<file path="src/rtl/if_fetch_queue.sv">
// Instruction fetch stage: aligned multi-instruction requests, epoch-tagged in-flight
// tracking and a decoupled instruction queue feeding ID. Optional counters: IF_PERF_CNT_EN.
module if_fetch_queue #(
  parameter logic [31:0] RESET_PC = 32'hbfc0_0000,
  parameter int FETCH_N = 2,
  parameter int QDEPTH  = 8,
  parameter int MAX_OS  = 2
) (
  input  logic                 clk,
  input  logic                 rst,
  input  logic                 stall,
  input  logic                 flush,
  input  logic [31:0]          flush_pc,
  input  logic                 br_e,
  input  logic [31:0]          br_addr,
  output logic                 req,
  output logic [31:0]          addr,
  input  logic                 addr_ok,
  input  logic [32*FETCH_N-1:0] rdata,
  input  logic                 data_ok,
  output logic                 out_valid,
  input  logic                 out_ready,
  output logic [31:0]          out_pc,
  output logic [31:0]          out_inst,
  output logic [31:0]          perf_req_cnt,
  output logic [31:0]          perf_drop_cnt
);

  localparam int QW = $clog2(QDEPTH);
  localparam int CW = QW + 1;
  localparam int TW = (MAX_OS > 1) ? $clog2(MAX_OS) : 1;
  localparam int OW = $clog2(MAX_OS + 1);
  localparam logic [31:0] LINE_BYTES = 32'(FETCH_N * 4);
  localparam logic [31:0] ALIGN_MASK = ~(LINE_BYTES - 32'd1);

  logic [31:0]   fetch_pc_r;
  logic          epoch_r;
  logic [OW-1:0] os_cnt_r;
  logic          hold_r, hold_ep_r, hold_stale_r;
  logic [31:0]   hold_pc_r;
  logic [31:0]   tag_pc_r   [MAX_OS];
  logic          tag_ep_r   [MAX_OS];
  logic          tag_kill_r [MAX_OS];
  logic [TW-1:0] tag_wr_r, tag_rd_r;
  logic [31:0]   q_pc_r   [QDEPTH];
  logic [31:0]   q_inst_r [QDEPTH];
  logic [QW-1:0] q_wr_r, q_rd_r;
  logic [CW-1:0] q_cnt_r;

  logic          redirect_s, can_issue_s, space_ok_s, accept_s, resp_s, keep_s, drop_s, pop_s;
  logic          req_ep_s;
  logic [31:0]   target_s, req_pc_s, head_pc_s, base_s, off_s, n_wr_s;
  logic [CW-1:0] free_s;

  function automatic logic [TW-1:0] tag_inc(input logic [TW-1:0] p);
    if (p == TW'(MAX_OS - 1)) return {TW{1'b0}};
    else return p + TW'(1);
  endfunction

  assign redirect_s  = flush | br_e;
  assign target_s    = flush ? flush_pc : br_addr;
  assign free_s      = CW'(QDEPTH) - q_cnt_r;
  // Every in-flight request already owns FETCH_N queue slots, so overflow cannot occur.
  assign space_ok_s  = (32'(free_s) >= 32'(FETCH_N) * (32'(os_cnt_r) + 32'd1));
  assign can_issue_s = ~stall & ~redirect_s & (32'(os_cnt_r) < 32'(MAX_OS)) & space_ok_s;
  assign req         = ~rst & (hold_r | can_issue_s);
  assign req_pc_s    = hold_r ? hold_pc_r : fetch_pc_r;
  assign req_ep_s    = hold_r ? hold_ep_r : epoch_r;
  assign addr        = req_pc_s & ALIGN_MASK;
  assign accept_s    = req & addr_ok;

  assign resp_s    = data_ok & (os_cnt_r != {OW{1'b0}});
  assign head_pc_s = tag_pc_r[tag_rd_r];
  assign base_s    = head_pc_s & ALIGN_MASK;
  assign off_s     = (head_pc_s >> 2) & 32'(FETCH_N - 1);
  assign n_wr_s    = 32'(FETCH_N) - off_s;
  assign keep_s    = resp_s & (tag_ep_r[tag_rd_r] == epoch_r) & ~tag_kill_r[tag_rd_r] & ~redirect_s;
  assign drop_s    = resp_s & ~keep_s;

  assign out_valid = (q_cnt_r != {CW{1'b0}}) & ~redirect_s;
  assign pop_s     = out_valid & out_ready;
  assign out_pc    = q_pc_r[q_rd_r];
  assign out_inst  = q_inst_r[q_rd_r];

  // Fetch PC and the request held on the bus until accepted.
  always_ff @(posedge clk) begin
    if (rst) begin
      fetch_pc_r   <= RESET_PC;
      hold_r       <= 1'b0;
      hold_pc_r    <= RESET_PC;
      hold_ep_r    <= 1'b0;
      hold_stale_r <= 1'b0;
    end else begin
      if (redirect_s) begin
        fetch_pc_r <= target_s;
      end else if (accept_s & ~(hold_r & hold_stale_r)) begin
        fetch_pc_r <= (req_pc_s & ALIGN_MASK) + LINE_BYTES;
      end
      if (req & ~addr_ok) begin
        hold_r       <= 1'b1;
        hold_pc_r    <= req_pc_s;
        hold_ep_r    <= req_ep_s;
        hold_stale_r <= (hold_r & hold_stale_r) | redirect_s;
      end else begin
        hold_r       <= 1'b0;
        hold_stale_r <= 1'b0;
      end
    end
  end

  // In-flight tag FIFO, outstanding count and epoch; a redirect also kills all live tags.
  always_ff @(posedge clk) begin
    if (rst) begin
      epoch_r  <= 1'b0;
      os_cnt_r <= {OW{1'b0}};
      tag_wr_r <= {TW{1'b0}};
      tag_rd_r <= {TW{1'b0}};
      for (int i = 0; i < MAX_OS; i++) tag_kill_r[i] <= 1'b0;
    end else begin
      if (redirect_s) begin
        epoch_r <= ~epoch_r;
        for (int i = 0; i < MAX_OS; i++) tag_kill_r[i] <= 1'b1;
      end
      if (accept_s) begin
        tag_pc_r[tag_wr_r]   <= req_pc_s;
        tag_ep_r[tag_wr_r]   <= req_ep_s;
        tag_kill_r[tag_wr_r] <= redirect_s | (hold_r & hold_stale_r);
        tag_wr_r             <= tag_inc(tag_wr_r);
      end
      if (resp_s) tag_rd_r <= tag_inc(tag_rd_r);
      os_cnt_r <= os_cnt_r + OW'(accept_s) - OW'(resp_s);
    end
  end

  // Instruction queue: multi-entry write of the useful slots, single pop.
  always_ff @(posedge clk) begin
    if (rst) begin
      q_wr_r  <= {QW{1'b0}};
      q_rd_r  <= {QW{1'b0}};
      q_cnt_r <= {CW{1'b0}};
      for (int i = 0; i < QDEPTH; i++) begin
        q_pc_r[i]   <= 32'd0;
        q_inst_r[i] <= 32'd0;
      end
    end else if (redirect_s) begin
      q_wr_r  <= {QW{1'b0}};
      q_rd_r  <= {QW{1'b0}};
      q_cnt_r <= {CW{1'b0}};
    end else begin
      if (keep_s) begin
        for (int i = 0; i < FETCH_N; i++) begin
          if (32'(i) >= off_s) begin
            q_pc_r[q_wr_r + QW'(i) - QW'(off_s)]   <= base_s + 32'(4 * i);
            q_inst_r[q_wr_r + QW'(i) - QW'(off_s)] <= rdata[32*i +: 32];
          end
        end
        q_wr_r <= q_wr_r + QW'(n_wr_s);
      end
      q_rd_r  <= q_rd_r + QW'(pop_s);
      q_cnt_r <= q_cnt_r + (keep_s ? CW'(n_wr_s) : {CW{1'b0}}) - CW'(pop_s);
    end
  end

`ifdef IF_PERF_CNT_EN
  logic [31:0] perf_req_r, perf_drop_r;

  // Accepted-request and discarded-response counters, wrapping.
  always_ff @(posedge clk) begin
    if (rst) begin
      perf_req_r  <= 32'd0;
      perf_drop_r <= 32'd0;
    end else begin
      if (accept_s) perf_req_r <= perf_req_r + 32'd1;
      if (drop_s) perf_drop_r <= perf_drop_r + 32'd1;
    end
  end

  assign perf_req_cnt  = perf_req_r;
  assign perf_drop_cnt = perf_drop_r;
`else
  assign perf_req_cnt  = 32'd0;
  assign perf_drop_cnt = 32'd0;
`endif

endmodule

</file>
<file path="config.mk">
export PLATFORM = sky130hd
export DESIGN_NAME = if_fetch_queue
export DESIGN_NICKNAME = d
export VERILOG_FILES = /design/src/rtl/if_fetch_queue.sv
export SDC_FILE = /design/constraint.sdc
export NUM_CORES = 1
export LEC_CHECK = 0
export CAP_MARGIN = 5
export CORE_MARGIN = 4
export CORE_UTILIZATION = 50
export CTS_CLUSTER_SIZE = 14
export DETAILED_ROUTE_END_ITERATION = 10
export PLACE_DENSITY_LB_ADDON = 0.15
export SETUP_SLACK_MARGIN = 0.3
export SLEW_MARGIN = 20
export SYNTH_ARGS = -nofsm -noshare
export SYNTH_HDL_FRONTEND = slang
export SYNTH_SLANG_ARGS = --single-unit
export TNS_END_PERCENT = 50
</file>
<file path="constraint.sdc">
create_clock -name clk -period 4.9 [get_ports clk]
set_input_delay 0.49 -clock clk [delete_from_list [all_inputs] [get_ports clk]]
set_output_delay 0.49 -clock clk [all_outputs]
set_load 0.05 [all_outputs]
</file>
==> flow_metrics.tcl <==
set metrics [dict create \
    final_cells 3138 \
    antenna_left 0 \
    fin_skew_ps 21.58 \
    r2r_start "tag_pc_r[1][2]" \
    crit_arrival_ps 3500 \
    clk_pin_slew_ps 60 \
    start_kind "register" \
    pin_count 298 \
    grt_pass1_wl_um 121000 \
    post-route-min-period_ps 3993 \
    avgRoutedWirePerCell_um 25.73 \
    clock_latency_ps 620 \
    r2r-end "q_inst_r[0][19]" \
    setup_violations 0 \
    timing.fmax_ghz 0.2504 \
    leakage_nw 12.55 \
    setup_tns_ps 0 \
    die-area_um2 64440 \
    cts_root_buf "clkbuf_16" \
    cts_buffer_depth 3 \
    status "finished clean" \
    post_cts_resized 0 \
    grt_antenna_before_repair 3 \
    synth.distinct_cells 64 \
    worstHoldPathCells 2 \
    drc 0 \
    layout.nets 2472 \
    critPathKind "register to primary output" \
    drt-total-wl_um 80730 \
    max_slew_margin_pct 28.70 \
    endpoint "req" \
    maxCapViolations 0 \
    hold_buffers 0 \
    rrSetupSlack_ps 1340 \
    ys_async_sr_fraction_pct 0 \
    core_um2 59460 \
    r2r_cells 9 \
    cts_htree_levels 3 \
    synth-seq-cells 639 \
    fill_cells 4673 \
    synth_edf_count 552 \
    grt_use_total_pct 24.93 \
    ys_warn_count 0 \
    finalHoldViolCount 0 \
    cp_max_fo 4 \
    hpwl_um 47480 \
    fp.dieW_um 253.9 \
    period_share_pct 81.49 \
    numCtsBuffers 68 \
    seq_area_frac_synth_pct 60.61 \
    cts_setup_buffers 0 \
    grt_max_degree 53 \
    power_mw 12.86 \
    crit_start "q_cnt_r[1]" \
    vias_per_cell 6.121 \
    port_buffers 224 \
    final_common_cell "edfxtp_1" \
    power_density_nw_per_um2 365.6 \
    hold_ws_ps 449.6 \
    synth_flop_cell "edfxtp_1" \
    die-height_um 253.9 \
    tightest_slew_ps 1069 \
    dr.pass1.iters 7 \
    worstPathRequired_ps 4410 \
    vdd_drop_max_v 0.0002495 \
    cts_tree "yes" \
    grt_setup_unrepaired "no" \
    dr_total_vias 19210 \
    synthCells 2199 \
    netlist_area_um2 30220 \
    syn_to_final_growth_pct 16.33 \
    start_util_pct 50.83 \
    rows 89 \
    end_kind "primary output" \
    drt_iter0_markers 1709 \
    gp_congestion 0.9002 \
    gr-total-overflow 0 \
    placed_cells 3015 \
    grt_pass1_vias 19710 \
    post-route-util_pct 59.13 \
    drive_gt1_share_pct 17.31 \
    final_cell_mix "edfxtp_1, nor2_1, a22o_1" \
    cts_sinks 639 \
    report.final.slew_viol_count 0 \
    synth.avg_cell_area_um2 13.74 \
    hold_path.class "register to register" \
]
==> worst min-delay path by stage <==
stage	end	slack [ps]	startpoint
5_1_grt	q_pc_r[5][2]	480	q_pc_r[5][2]
3_5_place_dp	q_pc_r[7][2]	440	q_pc_r[7][2]
4_1_cts	q_pc_r[7][2]	450	q_pc_r[7][2]
2_1_floorplan	fetch_pc_r[14]	430	fetch_pc_r[14]
6_report	q_pc_r[7][2]	450	q_pc_r[7][2]
3_3_place_gp	q_pc_r[1][2]	440	q_pc_r[1][2]
==> routing by layer <==
metal | GRT usage, % | share of wire, %
met5 | 0 | 0.016
met1 | 32.22 | 39
met4 | 7.947 | 2.6
met2 | 43.42 | 51
met3 | 4.104 | 7.1
==> critical path, stage by stage (launching register included) <==
cell and delay, ps:
dfxtp_1 350, inv_1 80, ha_1 230, xnor2_1 130
ha_1 270, nand2_1 40, a2111o_1 420, a21oi_1 310
nor2_1 90, nor2_1 150, clkdlybuf4s50_1 830
==> flip-flops by register name, summed over array words and instances, names as in the netlist, 3 cells and up, named ones only <==
name	cells
tag_pc_r	60
hold_pc_r	30
fetch_pc_r	30
q_rd_r	3
q_inst_r	256
q_pc_r	240
q_cnt_r	4
q_wr_r	3
==> stage by stage <==
stage	setup WS, ps	area, um^2
after CTS	822.2	35150
after detailed placement	1147	32880
after global placement	1208	32880
after floorplan	453.4	30480
final	906.8	35160
after global routing	726.0	35160
==> synth_stat cells, types with 5 or more instances <==
library cell	count	area share, %
a21oi_1	34	0.56
nand2_1	63	0.78
buf_4	98	2.4
a21o_1	8	0.20
nand4_1	12	0.25
clkbuf_1	121	1.5
o22ai_1	11	0.23
o21ai_0	44	0.73
buf_2	14	0.23
a22o_1	259	7.5
xor2_1	6	0.17
o21bai_1	8	0.20
nand3b_1	5	0.12
nor2_1	284	3.5
mux2i_1	55	1.8
a22oi_1	8	0.20
nor3_2	8	0.26
or3_1	5	0.10
mux4_2	124	9.2
ha_1	22	0.91
and3_1	9	0.19
o211ai_1	10	0.25
nand3_1	36	0.60
edfxtp_1	552	55
dfxtp_1	87	5.8
buf_1	83	1.0
inv_1	50	0.62
xnor2_1	28	0.81
mux2_2	72	2.7
nor3_1	14	0.23
nand2b_1	5	0.10
==> logic make-up (layout without fill, tap and decap cells) <==
family	Yosys count	after routing	share of synthesized area (%)
buffers and inverters	368	464	5.870
flip-flops	639	639	60.61
XOR/XNOR	34	34	0.9853
AO/OA/AOI/OAI	425	425	11.13
adder cells (fa/ha/maj)	24	24	1.043
AND/OR/NAND/NOR	457	457	6.607
multiplexers	251	251	13.74
other	1	71	0.01241
==> cell type report <==
class	count	area [um^2]	area share [%]
Clock buffer	91	1902	5.409
Timing Repair Buffer	292	2873	8.171
Inverter	51	191.4	0.5445
Sequential cell	639	18330	52.14
Antenna cell	2	5.005	0.01423
Multi-Input combinational cell	1260	10520	29.91
Tap cell	773	967.2	2.751
Clock inverter	30	371.6	1.057
==> power breakdown <==
| group | internal [mW] | switching [mW] | total, mW |
|---|---|---|---|
| Combinational | 0.449 | 0.973 | 1.42 |
| Clock | 3.16 | 2.09 | 5.25 |
| Sequential | 6.11 | 0.0798 | 6.19 |
Power figures use the tool's default switching activity.
